## config.mk

```make
export PLATFORM = sky130hd
export DESIGN_NAME = wall_scheduler_flat
export DESIGN_NICKNAME = d
export VERILOG_FILES = /design/src/rtl/wall_scheduler_pkg.sv /design/src/rtl/wall_if.sv /design/src/rtl/wall_scheduler_lfsr.sv /design/src/rtl/wall_scheduler.sv /design/src/flat_wrapper.sv
export SDC_FILE = /design/constraint.sdc
export NUM_CORES = 1
export LEC_CHECK = 0
export ABC_AREA = 1
export CORE_ASPECT_RATIO = 1.5
export CORE_MARGIN = 5
export CORE_UTILIZATION = 53
export DETAILED_ROUTE_END_ITERATION = 8
export GPL_TIMING_DRIVEN = 0
export PLACE_DENSITY = 0.87
export SYNTH_ARGS = -nofsm -noshare
export SYNTH_HDL_FRONTEND = slang
export SYNTH_HIERARCHICAL = 1
export SYNTH_SLANG_ARGS = --single-unit
```

## constraint.sdc

```tcl
create_clock -name pixel_clk -period 2.3 [get_ports pixel_clk]
set_input_delay 0.575 -clock pixel_clk [delete_from_list [all_inputs] [get_ports pixel_clk]]
set_output_delay 0.575 -clock pixel_clk [all_outputs]
set_load 0.03 [all_outputs]
```

## src/rtl/wall_scheduler_pkg.sv

```systemverilog
// Shared game package for the VGA wall obstacles.
// Holds coordinate width, screen size, LFSR tap mask and the
// wall_scheduler FSM state encoding.
package wall_scheduler_pkg;
  localparam int          COORD_W   = 11;
  localparam int          SCREEN_W  = 640;
  localparam int          SCREEN_H  = 480;
  localparam logic [15:0] LFSR_TAPS = 16'hB400;

  typedef enum logic [1:0] {
    ST_IDLE  = 2'd0,
    ST_MOVE  = 2'd1,
    ST_PICK  = 2'd2,
    ST_WRITE = 2'd3
  } wall_state_t;
endpackage

```

## src/rtl/wall_if.sv

```systemverilog
// Wall scheduler bus: game-side controls (enable, frame_tick) and the
// per-slot wall position/valid bus plus event pulses.
//   master : game controller / renderer side (drives enable, frame_tick)
//   slave  : wall_scheduler (drives wall_x/y/valid and pulses)
// wall_x/wall_y pack slot i at [11*i+10:11*i].
interface wall_if
  import wall_scheduler_pkg::*;
#(
  parameter int N_WALLS = 4
);
  logic                              enable;
  logic                              frame_tick;
  logic [N_WALLS-1:0][COORD_W-1:0]   wall_x;
  logic [N_WALLS-1:0][COORD_W-1:0]   wall_y;
  logic [N_WALLS-1:0]                wall_valid;
  logic                              spawn_pulse;
  logic                              retire_pulse;
  logic                              missed_tick;

  modport master (
    output enable, frame_tick,
    input  wall_x, wall_y, wall_valid, spawn_pulse, retire_pulse, missed_tick
  );

  modport slave (
    input  enable, frame_tick,
    output wall_x, wall_y, wall_valid, spawn_pulse, retire_pulse, missed_tick
  );
endinterface

```

## src/rtl/wall_scheduler_lfsr.sv

```systemverilog
// wall_lfsr: free-running 16-bit Galois LFSR.
//   pixel_clk : clock
//   reset     : synchronous active-high, loads SEED
//   lfsr      : current 16-bit state
module wall_lfsr
  import wall_scheduler_pkg::*;
#(
  parameter logic [15:0] SEED = 16'hACE1
) (
  input  logic        pixel_clk,
  input  logic        reset,
  output logic [15:0] lfsr
);
  always_ff @(posedge pixel_clk) begin
    if (reset) lfsr <= SEED;
    else       lfsr <= (lfsr >> 1) ^ (lfsr[0] ? LFSR_TAPS : 16'h0000);
  end
endmodule

```

## src/rtl/wall_scheduler.sv

```systemverilog
// wall_scheduler: owns the on-screen wall slots. Per enabled frame tick it
// scrolls each live wall left (one slot per cycle), retires walls that left
// the screen, and every SPAWN_PERIOD frames spawns one wall at the right
// edge with an LFSR-chosen gap y.
//   pixel_clk : clock
//   reset     : synchronous, active-high
//   bus       : wall_if slave (enable, frame_tick in; slot bus + pulses out)
module wall_scheduler
  import wall_scheduler_pkg::*;
#(
  parameter int          N_WALLS      = 4,
  parameter int          SCREEN_W     = wall_scheduler_pkg::SCREEN_W,
  parameter int          SPEED        = 2,
  parameter int          SPAWN_PERIOD = 90,
  parameter int          GAP_Y_MIN    = 64,
  parameter int          GAP_Y_MAX    = 352,
  parameter logic [15:0] SEED         = 16'hACE1,
  parameter int          MAX_REJECT   = 16
) (
  input logic   pixel_clk,
  input logic   reset,
  wall_if.slave bus
);
  localparam int IDX_W = (N_WALLS > 1) ? $clog2(N_WALLS) : 1;
  localparam int CNT_W = $clog2(SPAWN_PERIOD + 1);
  localparam int REJ_W = $clog2(MAX_REJECT + 1);

  localparam logic [COORD_W-1:0] SPEED_C  = COORD_W'(SPEED);
  localparam logic [COORD_W-1:0] SCREEN_C = COORD_W'(SCREEN_W);
  localparam logic [COORD_W-1:0] Y_MIN_C  = COORD_W'(GAP_Y_MIN);
  localparam logic [COORD_W-1:0] RANGE_C  = COORD_W'(GAP_Y_MAX - GAP_Y_MIN);
  localparam logic [IDX_W-1:0]   LAST_C   = IDX_W'(N_WALLS - 1);
  localparam logic [CNT_W-1:0]   RELOAD_C = CNT_W'(SPAWN_PERIOD - 1);
  localparam logic [REJ_W-1:0]   REJ_LAST = REJ_W'(MAX_REJECT - 1);

  wall_state_t                     state;
  logic [IDX_W-1:0]                idx;
  logic [CNT_W-1:0]                spawn_cnt;
  logic [REJ_W-1:0]                rej_cnt;
  logic [COORD_W-1:0]              pick_y;
  logic [N_WALLS-1:0][COORD_W-1:0] x_q, y_q;
  logic [N_WALLS-1:0]              v_q;
  logic                            spawn_q, retire_q, missed_q;

  logic [15:0]      lfsr;
  logic [8:0]       sample;
  logic             lfsr_unused;
  logic             accept;
  logic             retire_now;
  logic             has_free;
  logic [IDX_W-1:0] free_idx;

  wall_lfsr #(.SEED(SEED)) u_lfsr (
    .pixel_clk (pixel_clk),
    .reset     (reset),
    .lfsr      (lfsr)
  );

  assign sample      = lfsr[8:0];
  assign lfsr_unused = ^lfsr[15:9];
  assign accept      = ({2'b00, sample} <= RANGE_C);

  // Slot under MOVE retires this cycle; counts as free for the spawn
  // decision made on the last MOVE cycle.
  assign retire_now = v_q[idx] && (x_q[idx] < SPEED_C);
  assign has_free   = (~v_q != '0) || retire_now;

  // Lowest-index free slot.
  always_comb begin
    free_idx = '0;
    for (int i = N_WALLS - 1; i >= 0; i--)
      if (!v_q[i]) free_idx = IDX_W'(i);
  end

  always_ff @(posedge pixel_clk) begin
    if (reset) begin
      state     <= ST_IDLE;
      idx       <= '0;
      spawn_cnt <= '0;
      rej_cnt   <= '0;
      pick_y    <= '0;
      x_q       <= '0;
      y_q       <= '0;
      v_q       <= '0;
      spawn_q   <= 1'b0;
      retire_q  <= 1'b0;
      missed_q  <= 1'b0;
    end else begin
      spawn_q  <= 1'b0;
      retire_q <= 1'b0;
      missed_q <= bus.frame_tick && (state != ST_IDLE);
      case (state)
        ST_IDLE: begin
          if (bus.frame_tick && bus.enable) begin
            state <= ST_MOVE;
            idx   <= '0;
          end
        end
        ST_MOVE: begin
          if (v_q[idx]) begin
            // x and y are held on retire so the renderer sees the last spot.
            if (x_q[idx] < SPEED_C) begin
              v_q[idx] <= 1'b0;
              retire_q <= 1'b1;
            end else begin
              x_q[idx] <= x_q[idx] - SPEED_C;
            end
          end
          if (idx == LAST_C) begin
            if (spawn_cnt != '0) begin
              spawn_cnt <= spawn_cnt - 1'b1;
              state     <= ST_IDLE;
            end else if (has_free) begin
              rej_cnt <= '0;
              state   <= ST_PICK;
            end else begin
              state <= ST_IDLE;
            end
          end else begin
            idx <= idx + 1'b1;
          end
        end
        ST_PICK: begin
          if (accept) begin
            pick_y <= Y_MIN_C + COORD_W'(sample);
            state  <= ST_WRITE;
          end else if (rej_cnt == REJ_LAST) begin
            pick_y <= Y_MIN_C;
            state  <= ST_WRITE;
          end else begin
            rej_cnt <= rej_cnt + 1'b1;
          end
        end
        ST_WRITE: begin
          x_q[free_idx] <= SCREEN_C;
          y_q[free_idx] <= pick_y;
          v_q[free_idx] <= 1'b1;
          spawn_q       <= 1'b1;
          spawn_cnt     <= RELOAD_C;
          state         <= ST_IDLE;
        end
        default: state <= ST_IDLE;
      endcase
    end
  end

  assign bus.wall_x       = x_q;
  assign bus.wall_y       = y_q;
  assign bus.wall_valid   = v_q;
  assign bus.spawn_pulse  = spawn_q;
  assign bus.retire_pulse = retire_q;
  assign bus.missed_tick  = missed_q;
endmodule

```

## src/flat_wrapper.sv

```systemverilog
// flat-port wrapper written by rule: the top's interface ports become plain ports
module wall_scheduler_flat import wall_scheduler_pkg::*;
#(
  parameter int          N_WALLS      = 4,
  parameter int          SCREEN_W     = wall_scheduler_pkg::SCREEN_W,
  parameter int          SPEED        = 2,
  parameter int          SPAWN_PERIOD = 90,
  parameter int          GAP_Y_MIN    = 64,
  parameter int          GAP_Y_MAX    = 352,
  parameter logic [15:0] SEED         = 16'hACE1,
  parameter int          MAX_REJECT   = 16
)
  (pixel_clk, reset, bus_enable, bus_frame_tick, bus_wall_x, bus_wall_y, bus_wall_valid, bus_spawn_pulse, bus_retire_pulse, bus_missed_tick);
  wall_if #(.N_WALLS(N_WALLS)) bus_i ();
  input logic pixel_clk;
  input logic reset;
  input wire logic [$bits(bus_i.enable)-1:0] bus_enable;
  input wire logic [$bits(bus_i.frame_tick)-1:0] bus_frame_tick;
  output wire logic [$bits(bus_i.wall_x)-1:0] bus_wall_x;
  output wire logic [$bits(bus_i.wall_y)-1:0] bus_wall_y;
  output wire logic [$bits(bus_i.wall_valid)-1:0] bus_wall_valid;
  output wire logic [$bits(bus_i.spawn_pulse)-1:0] bus_spawn_pulse;
  output wire logic [$bits(bus_i.retire_pulse)-1:0] bus_retire_pulse;
  output wire logic [$bits(bus_i.missed_tick)-1:0] bus_missed_tick;
  assign bus_i.enable = bus_enable;
  assign bus_i.frame_tick = bus_frame_tick;
  assign bus_wall_x = bus_i.wall_x;
  assign bus_wall_y = bus_i.wall_y;
  assign bus_wall_valid = bus_i.wall_valid;
  assign bus_spawn_pulse = bus_i.spawn_pulse;
  assign bus_retire_pulse = bus_i.retire_pulse;
  assign bus_missed_tick = bus_i.missed_tick;
  wall_scheduler #(.N_WALLS(N_WALLS), .SCREEN_W(SCREEN_W), .SPEED(SPEED), .SPAWN_PERIOD(SPAWN_PERIOD), .GAP_Y_MIN(GAP_Y_MIN), .GAP_Y_MAX(GAP_Y_MAX), .SEED(SEED), .MAX_REJECT(MAX_REJECT)) u_core (.pixel_clk(pixel_clk), .reset(reset), .bus(bus_i));
endmodule
```

==> results_tabular.tex, run 1 <==
\begin{tabular}{lr}
\hline
Metric & Value \\
\hline
\multicolumn{2}{l}{\textbf{Detailed routing}} \\
Drt via density & 5.53 \\
First-pass DRT Iterations & 5 \\
Average wire per cell in the routed design & 16.7 um \\
Vias & 6025 \\
Violation count after the first detailed-routing iteration & 578 \\
Residual DRC count & 0 \\
Number of nets still failing antenna checks after routing & 0 \\
Overall routed net length & 18.2 mm \\
\multicolumn{2}{l}{\textbf{STA}} \\
Number of slew-limit violations in the final report & 0 \\
Normalized max-slew margin & 41.8\% \\
Slew at the pin closest to its max-slew limit & 0.873 ns \\
Number of setup violations in the final report & 0 \\
Final Hold Fails & 0 \\
Max Clock Skew & 0.00881 ns \\
Final critical path time including I/O delays and setup & approximately 2.3 ns \\
Max Freq & $\sim$440 MHz \\
Setup WS post-layout & roughly 0.047 ns \\
Post-route fraction of the period consumed by the critical path & 98.0\% \\
Setup Total Neg Slack & 0 ns \\
\multicolumn{2}{l}{\textbf{Placement}} \\
Post-Place Worst Slack & -0.298 ns \\
Cell area reported after detailed placement & 7120 sq um \\
Final HPWL from detailed placement & 11.9 mm \\
Global placement routability congestion & 0.944 \\
Port Buf Inserts & 94 \\
\multicolumn{2}{l}{\textbf{Critical path}} \\
Crit path DAT & 2.59 ns \\
Terminus of the critical flop-to-flop path & u\_core/bus.wall\_x[26] \\
Data required time of the worst path & 2.63 ns \\
RR Startpoint & u\_core/idx[0] \\
Crit-path most repeated cell & sky130\_fd\_sc\_hd\_\_nand2\_4 \\
Worst-path fanout max & 11 \\
Worst setup slack for register-to-register paths & 0.05 ns \\
Critical path class & flip-flop to flip-flop \\
Largest stage delay, worst path & 0.33 ns \\
Endpoint class of the critical path & flip-flop \\
Critical path cell sequence & buf\_6 -> inv\_6 -> buf\_6 -> nand2\_1 -> nand3\_2 -> nand2\_4 -> ha\_4 -> nand3\_4 -> nor2\_4 -> nand2\_2 -> nand2\_4 -> nand2\_8 -> buf\_4 -> nand2\_4 -> nand2\_1 -> a21oi\_1 \\
Startpoint kind of the worst setup timing path & flip-flop \\
Worst-path cell with the longest stage delay & sky130\_fd\_sc\_hd\_\_dfxtp\_2 \\
Number of cells traversed by the worst register-to-register path & 16 \\
\multicolumn{2}{l}{\textbf{Synthesis}} \\
Warning count from the yosys run & 6 \\
Distinct cell type count of the synthesized netlist & 42 \\
Fraction of synthesis flops using an asynchronous set or reset pin & 0\% \\
Main synth FF type & sky130\_fd\_sc\_hd\_\_dfxtp\_1 \\
Number of flops mapped to enable cells by yosys & 0 \\
Netlist Area Pre-Place & 5990 sq um \\
Mean instance size in the synthesized netlist & 7.47 sq um \\
Flip-flop and latch count after synthesis & 133 \\
Share of the yosys chip area belonging to registers & 44.5\% \\
Gate Count Post-Synth & 801 \\
\multicolumn{2}{l}{\textbf{Power}} \\
Peak ir drop on the vdd network & 699 uV \\
Total leakage power & 3.23 nW \\
Part of the total power dissipated in the clock network & 32.4\% \\
Switching power & 3.27 mW \\
Sequential fraction of design power & a little under a third \\
Combinational power share & 35.8\% \\
Switching power share of the total & 38.1\% \\
Power density over the cells & 1080 nW/um\^{}2 \\
Pint & 5.30 mW \\
\multicolumn{2}{l}{\textbf{Floorplanning}} \\
Core area & $\sim$11000 sq um \\
Chip width & 96.8 um \\
Top Ports & 99 \\
Vertical die dimension & 140 um \\
FP Rows & 47 \\
Initial Util & 54.1\% \\
Die area & approximately 14000 sq um \\
\multicolumn{2}{l}{\textbf{Layout}} \\
Final std cell area, no fill & 7950 sq um \\
Number of antenna cells inserted & 0 \\
Share of post-route cells with drive strength above 1 & roughly 14\% \\
Final net count & 944 \\
Syn-to-layout area delta & 32.9\% \\
\multicolumn{2}{l}{\textbf{Global routing}} \\
Number of antenna violations at the first check in global routing & 0 \\
Maximum number of pins on one net before global-route repair & 20 \\
Overflow left after global routing & 0 \\
Wire length of the first global-routing pass & 28.6 mm \\
Via count of the first global-routing pass & about 5.8k \\
GR Util All Layers & 26.1\% \\
\multicolumn{2}{l}{\textbf{Clock tree}} \\
Insertion delay to the later sink of the worst-skew pair & 0.42 ns \\
Clock tree from TritonCTS & built \\
Master cell of the clock root buffer & sky130\_fd\_sc\_hd\_\_clkbuf\_16 \\
CTS max path bufs & 2 \\
Clock sink count & 133 \\
Hold Buf Count CTS & 0 \\
Depth of the CTS H-tree & 4 \\
Clock transition time at the flip-flop clock pins of the worst setup and hold paths & 0.06 ns \\
Total CTS buffers & 17 \\
\multicolumn{2}{l}{\textbf{Status}} \\
Outcome & finished, final reports clean \\
\multicolumn{2}{l}{\textbf{Worst hold path}} \\
Worst Hold Depth & 2 \\
Worst hold path startpoint & u\_core/u\_lfsr/lfsr[15] \\
WHS Endpoint & u\_core/u\_lfsr/lfsr[14] \\
Hold Crit Class & flip-flop to flip-flop \\
\multicolumn{2}{l}{\textbf{Run}} \\
Max\_cap viols & 0 \\
\hline
\end{tabular}
## area by class of cell
cell class	count	area, sq um
Tap cell	147	184
Fill cell	822	3100
Clock buffer	19	433
Sequential cell	133	2670
Multi-Input combinational cell	571	2950
Buffer	34	223
Timing Repair Buffer	107	1080
Clock inverter	13	171
Inverter	65	254
## how the worst max path moves through the flow
| stage | startpoint | end | slack, ns | cells after the start |
|---|---|---|---|---|
| 2_1_floorplan | u_core/idx[0] | u_core/bus.wall_x[15] | 0.18 | 16 |
| 3_3_place_gp | u_core/idx[1] | u_core/rej_cnt[2] | -0.27 | 13 |
| 3_5_place_dp | u_core/idx[1] | u_core/rej_cnt[3] | -0.30 | 13 |
| 4_1_cts | u_core/idx[0] | u_core/bus.wall_x[0] | 0.02 | 16 |
| 5_1_grt | u_core/idx[0] | u_core/bus.wall_x[26] | -0.02 | 16 |
| 6_report | u_core/idx[0] | u_core/bus.wall_x[26] | 0.05 | 16 |
## logic make-up after synthesis
logic type	Yosys count	synth area share [%]
xor+xnor	10	1.46
flops	133	44.5
simple gates	400	30.0
other cells	1	0.0626
compound gates	146	13.7
fa+ha+maj	11	2.30
buf+inv	100	7.96
## cell usage after synthesis, drive strengths merged (7+ instances only)
cell type | number | area, sq um
a21oi | 70 | 414
buf | 18 | 164
clkbuf | 17 | 63.8
dfxtp | 133 | 2660
ha | 11 | 138
inv | 62 | 238
nand2 | 209 | 886
nand3 | 46 | 295
nor2 | 125 | 489
o21ai | 66 | 334
xor2 | 7 | 61.3
## layout by cell type, fill, tap and decap left out, types with 5 or more instances in the layout
cell and count:
sky130_fd_sc_hd__inv_1 56, sky130_fd_sc_hd__nand3_1 29, sky130_fd_sc_hd__nand2_2 13, sky130_fd_sc_hd__clkbuf_16 17, sky130_fd_sc_hd__inv_6 6, sky130_fd_sc_hd__a21oi_2 18
sky130_fd_sc_hd__clkinvlp_4 5, sky130_fd_sc_hd__xor2_1 6, sky130_fd_sc_hd__nand4_1 6, sky130_fd_sc_hd__o21ai_0 62, sky130_fd_sc_hd__ha_1 10, sky130_fd_sc_hd__clkbuf_1 19
sky130_fd_sc_hd__buf_6 6, sky130_fd_sc_hd__nand2_1 184, sky130_fd_sc_hd__or2_1 5, sky130_fd_sc_hd__nand2_4 11, sky130_fd_sc_hd__nor2_1 121, sky130_fd_sc_hd__a21oi_1 52
sky130_fd_sc_hd__nand3_2 15, sky130_fd_sc_hd__clkdlybuf4s50_1 94, sky130_fd_sc_hd__buf_4 17, sky130_fd_sc_hd__dfxtp_1 131
## through the flow
stage	power (mW)	util [%]	hold slack, ns	cells
final	8.57	71.9	0.403	1089
after global routing	8.97	71.9	0.421	1089
after CTS	8.42	71.4	0.406	1088
after detailed placement	5.41	64.4	0.396	1045
after global placement	5.35	64.4	0.392	1045
after floorplan	4.70	-	0.385	804
## flip-flops by register name, summed over array words and instances (netlist names), 2 cells and up, named ones only
name                   cells
u_core/bus.wall_x         44
u_core/bus.wall_y         40
u_core/u_lfsr/lfsr        16
u_core/pick_y             10
u_core/spawn_cnt           7
u_core/rej_cnt             5
u_core/bus.wall_valid      4
u_core/idx                 2
## metal layers
| metal | track usage [%] | vias to the layer above | routed length, um |
|---|---|---|---|
| met5 | 0 | - | 0 |
| met4 | 15.7 | 0 | 930 |
| met3 | 7.96 | 83 | 1650 |
| met1 | 27.3 | 2768 | 6410 |
| met2 | 45.7 | 353 | 9190 |
| li1 | - | 2821 | - |
## critical path: cells and delay by family, from the launching register on
family                     cells  cell delay, ns
adders and majority gates      1            0.15
DFF                            1            0.33
and+or+nand+nor               10            1.01
AOI/OAI and AO/OA              1            0.17
buffers and inverters          4            0.48
## power by group through the flow
stage	registers (mW)	logic, mW	clock network, mW
2_1_floorplan	2.86	1.85	0
3_3_place_gp	2.75	2.60	0
3_5_place_dp	2.76	2.65	0
4_1_cts	2.71	2.90	2.80
5_1_grt	2.74	3.31	2.92
6_report	2.72	3.07	2.78
## repair_timing
item,4_1_cts,5_1_grt
resized for setup,15,11
endpoints found under the setup margin,53,40
buffers inserted,11,1
cloned,1,0
pin swaps,7,7
(Power assumes the default switching activity.)
==> run 2, diff against run 1 <==
PLACE_DENSITY = 0.79   (was 0.87)
==> results_tabular.tex, run 2 (same netlist as run 1, synthesis figures left out) <==
\begin{tabular}{lr}
\hline
Metric & Value \\
\hline
\multicolumn{2}{l}{\textbf{Status}} \\
Outcome & finished, final reports clean \\
\multicolumn{2}{l}{\textbf{Floorplanning}} \\
Vertical die dimension & 140 um \\
FP Rows & 47 \\
Die area & about 14000 sq um \\
Core area & approximately 11000 sq um \\
Initial Util & 54.1\% \\
Chip width & 96.8 um \\
Top Ports & about 100 \\
\multicolumn{2}{l}{\textbf{Critical path}} \\
Worst-path fanout max & 19 \\
Worst-path cell with the longest stage delay & sky130\_fd\_sc\_hd\_\_dfxtp\_2 \\
Critical path class & flip-flop to flip-flop \\
Startpoint kind of the worst setup timing path & flip-flop \\
Crit-path most repeated cell & sky130\_fd\_sc\_hd\_\_nand2\_1 \\
Largest stage delay, worst path & 0.34 ns \\
Data required time of the worst path & $\sim$2.6 ns \\
Endpoint class of the critical path & flip-flop \\
End of the critical path & u\_core/bus.wall\_x[31] \\
Terminus of the critical flop-to-flop path & u\_core/bus.wall\_x[31] \\
Worst setup slack for register-to-register paths & 0.07 ns \\
Critical Path Source & u\_core/idx[0] \\
RR Startpoint & u\_core/idx[0] \\
Critical path cell sequence & buf\_6 -> buf\_12 -> nand2\_2 -> nand3\_2 -> nand2\_2 -> ha\_4 -> nand3\_4 -> buf\_4 -> inv\_1 -> nand2\_1 -> xor2\_1 -> nand2\_1 -> nand2\_1 -> nand2\_1 -> a21oi\_1 \\
Number of cells traversed by the worst register-to-register path & 15 \\
Crit path DAT & 2.57 ns \\
\multicolumn{2}{l}{\textbf{STA}} \\
Number of slew-limit violations in the final report & 0 \\
Number of setup violations in the final report & 0 \\
Setup WS post-layout & between 0.06 and 0.07 ns \\
Final critical path time including I/O delays and setup & 2.23 ns \\
Normalized max-slew margin & 44.6\% \\
Slew at the pin closest to its max-slew limit & 0.831 ns \\
Worst slack on hold paths & around 0.4 ns \\
Post-route fraction of the period consumed by the critical path & a little over nine tenths \\
Setup Total Neg Slack & 0 ns \\
Final Hold Fails & 0 \\
Max Freq & between 400 and 500 MHz \\
Max Clock Skew & 0.00712 ns \\
\multicolumn{2}{l}{\textbf{Detailed routing}} \\
Drt via density & around 5.4 \\
Number of nets still failing antenna checks after routing & 0 \\
Average wire per cell in the routed design & 16.5 um \\
Overall routed net length & 18.0 mm \\
First-pass DRT Iterations & 5 \\
Residual DRC count & 0 \\
Violation count after the first detailed-routing iteration & between 400 and 500 \\
Vias & 5951 \\
\multicolumn{2}{l}{\textbf{Placement}} \\
Port Buf Inserts & 94 \\
Final HPWL from detailed placement & 11.8 mm \\
Placed insts & between 1k and 1.5k \\
Cell area reported after detailed placement & 7120 sq um \\
Global placement routability congestion & 0.915 \\
Post-Place Worst Slack & -0.239 ns \\
\multicolumn{2}{l}{\textbf{Global routing}} \\
Number of antenna violations at the first check in global routing & 0 \\
Overflow left after global routing & 0 \\
Wire length of the first global-routing pass & about 29 mm \\
Maximum number of pins on one net before global-route repair & 17 \\
GR Util All Layers & 26.0\% \\
Via count of the first global-routing pass & 5787 \\
\multicolumn{2}{l}{\textbf{Layout}} \\
Fin util & 72.7\% \\
Most frequent cells in the layout & sky130\_fd\_sc\_hd\_\_nand2\_1, sky130\_fd\_sc\_hd\_\_dfxtp\_1, sky130\_fd\_sc\_hd\_\_nor2\_1, sky130\_fd\_sc\_hd\_\_clkdlybuf4s50\_1, sky130\_fd\_sc\_hd\_\_o21ai\_0 \\
Final net count & 948 \\
Filler-free cell count of the finished design & 1093 \\
Syn-to-layout area delta & 34.3\% \\
Largest register FFs & 44 \\
Share of post-route cells with drive strength above 1 & $\sim$15\% \\
Number of antenna cells inserted & 0 \\
Final std cell area, no fill & 8040 sq um \\
Most common cell after layout, fill and taps aside & sky130\_fd\_sc\_hd\_\_nand2\_1 \\
\multicolumn{2}{l}{\textbf{Worst hold path}} \\
Hold Crit Class & flip-flop to flip-flop \\
\multicolumn{2}{l}{\textbf{Power}} \\
Total leakage power & 3.28 nW \\
Peak ir drop on the vdd network & roughly 670 uV \\
Power density over the cells & 1080 nW/um\^{}2 \\
Overall Power & 8.66 mW \\
\multicolumn{2}{l}{\textbf{Clock tree}} \\
Hold Buf Count CTS & 0 \\
Clock tree from TritonCTS & built \\
Clock transition time at the flip-flop clock pins of the worst setup and hold paths & around 0.060 ns \\
Total CTS buffers & 17 \\
Depth of the CTS H-tree & 4 \\
CTS max path bufs & 2 \\
Insertion delay to the later sink of the worst-skew pair & 0.42 ns \\
Clock sink count & 133 \\
Master cell of the clock root buffer & sky130\_fd\_sc\_hd\_\_clkbuf\_16 \\
\multicolumn{2}{l}{\textbf{Run}} \\
Max\_cap viols & 0 \\
\hline
\end{tabular}
[run 2: changes by cell type in the layout (fill, tap and decap cells not counted), sizes merged]
cell,previous run,this run
clkinvlp,5,6
inv,67,65
clkinv,3,4
buf,29,34
bufbuf,1,0
[run 2: power by group]
part           internal [mW]  switching, mW  leakage, nW
logic                   1.09           2.01         1.91
registers               2.52          0.195         1.08
clock network           1.78           1.07        0.286
[run 2: timing repair]
action | CTS | global route
endpoints found under the setup margin | 51 | 51
gates cloned | 1 | 0
buffers inserted | 13 | 4
hold endpoints to repair | 0 | 0
gates resized for setup | 29 | 17
pin swaps | 8 | 9
[run 2: how the worst min path moves through the flow]
stage	from	endpoint	slack [ns]	cells after the start
finish	u_core/u_lfsr/lfsr[9]	u_core/u_lfsr/lfsr[8]	0.41	2
global route	u_core/u_lfsr/lfsr[9]	u_core/u_lfsr/lfsr[8]	0.43	2
CTS	u_core/u_lfsr/lfsr[12]	u_core/u_lfsr/lfsr[11]	0.41	1
detailed placement	u_core/u_lfsr/lfsr[15]	u_core/u_lfsr/lfsr[14]	0.40	2
global placement	u_core/u_lfsr/lfsr[12]	u_core/u_lfsr/lfsr[11]	0.39	1
floorplan	u_core/u_lfsr/lfsr[12]	u_core/u_lfsr/lfsr[11]	0.39	1
[run 2: worst max-delay path: cells and delay by family, from the launching register on]
| family | cells | cell delay, ns |
|---|---|---|
| simple gates | 8 | 0.71 |
| buf+inv | 4 | 0.49 |
| flops | 1 | 0.34 |
| xor+xnor | 1 | 0.30 |
| fa+ha+maj | 1 | 0.18 |
| compound gates | 1 | 0.12 |
[run 2: layout make-up]
cell class | instances | area (sq um)
Fill cell | 885 | 3020
Buffer | 33 | 228
Clock buffer | 19 | 453
Tap cell | 147 | 184
Timing Repair Buffer | 112 | 1100
Clock inverter | 13 | 173
Multi-Input combinational cell | 571 | 2970
Inverter | 65 | 264
Sequential cell | 133 | 2670
[run 2: per-layer routing]
metal / routed length (um) / part of all wire (%) / track usage, % / vias up
met2: 9050 / 50 / 46.1 / 302
li1: - / - / - / 2835
met1: 6680 / 37 / 27.8 / 2729
met5: 0 / 0 / 0 / -
met3: 1300 / 7.2 / 7.31 / 85
met4: 966 / 5.4 / 13.9 / 0
==> run 3, diff against run 2 <==
CTS_CLUSTER_SIZE = 28   (was not set)
SLEW_MARGIN = 20   (was not set)
==> results of run 3 <==
No change in the layout: final DEF, timing and power equal those of run 2.
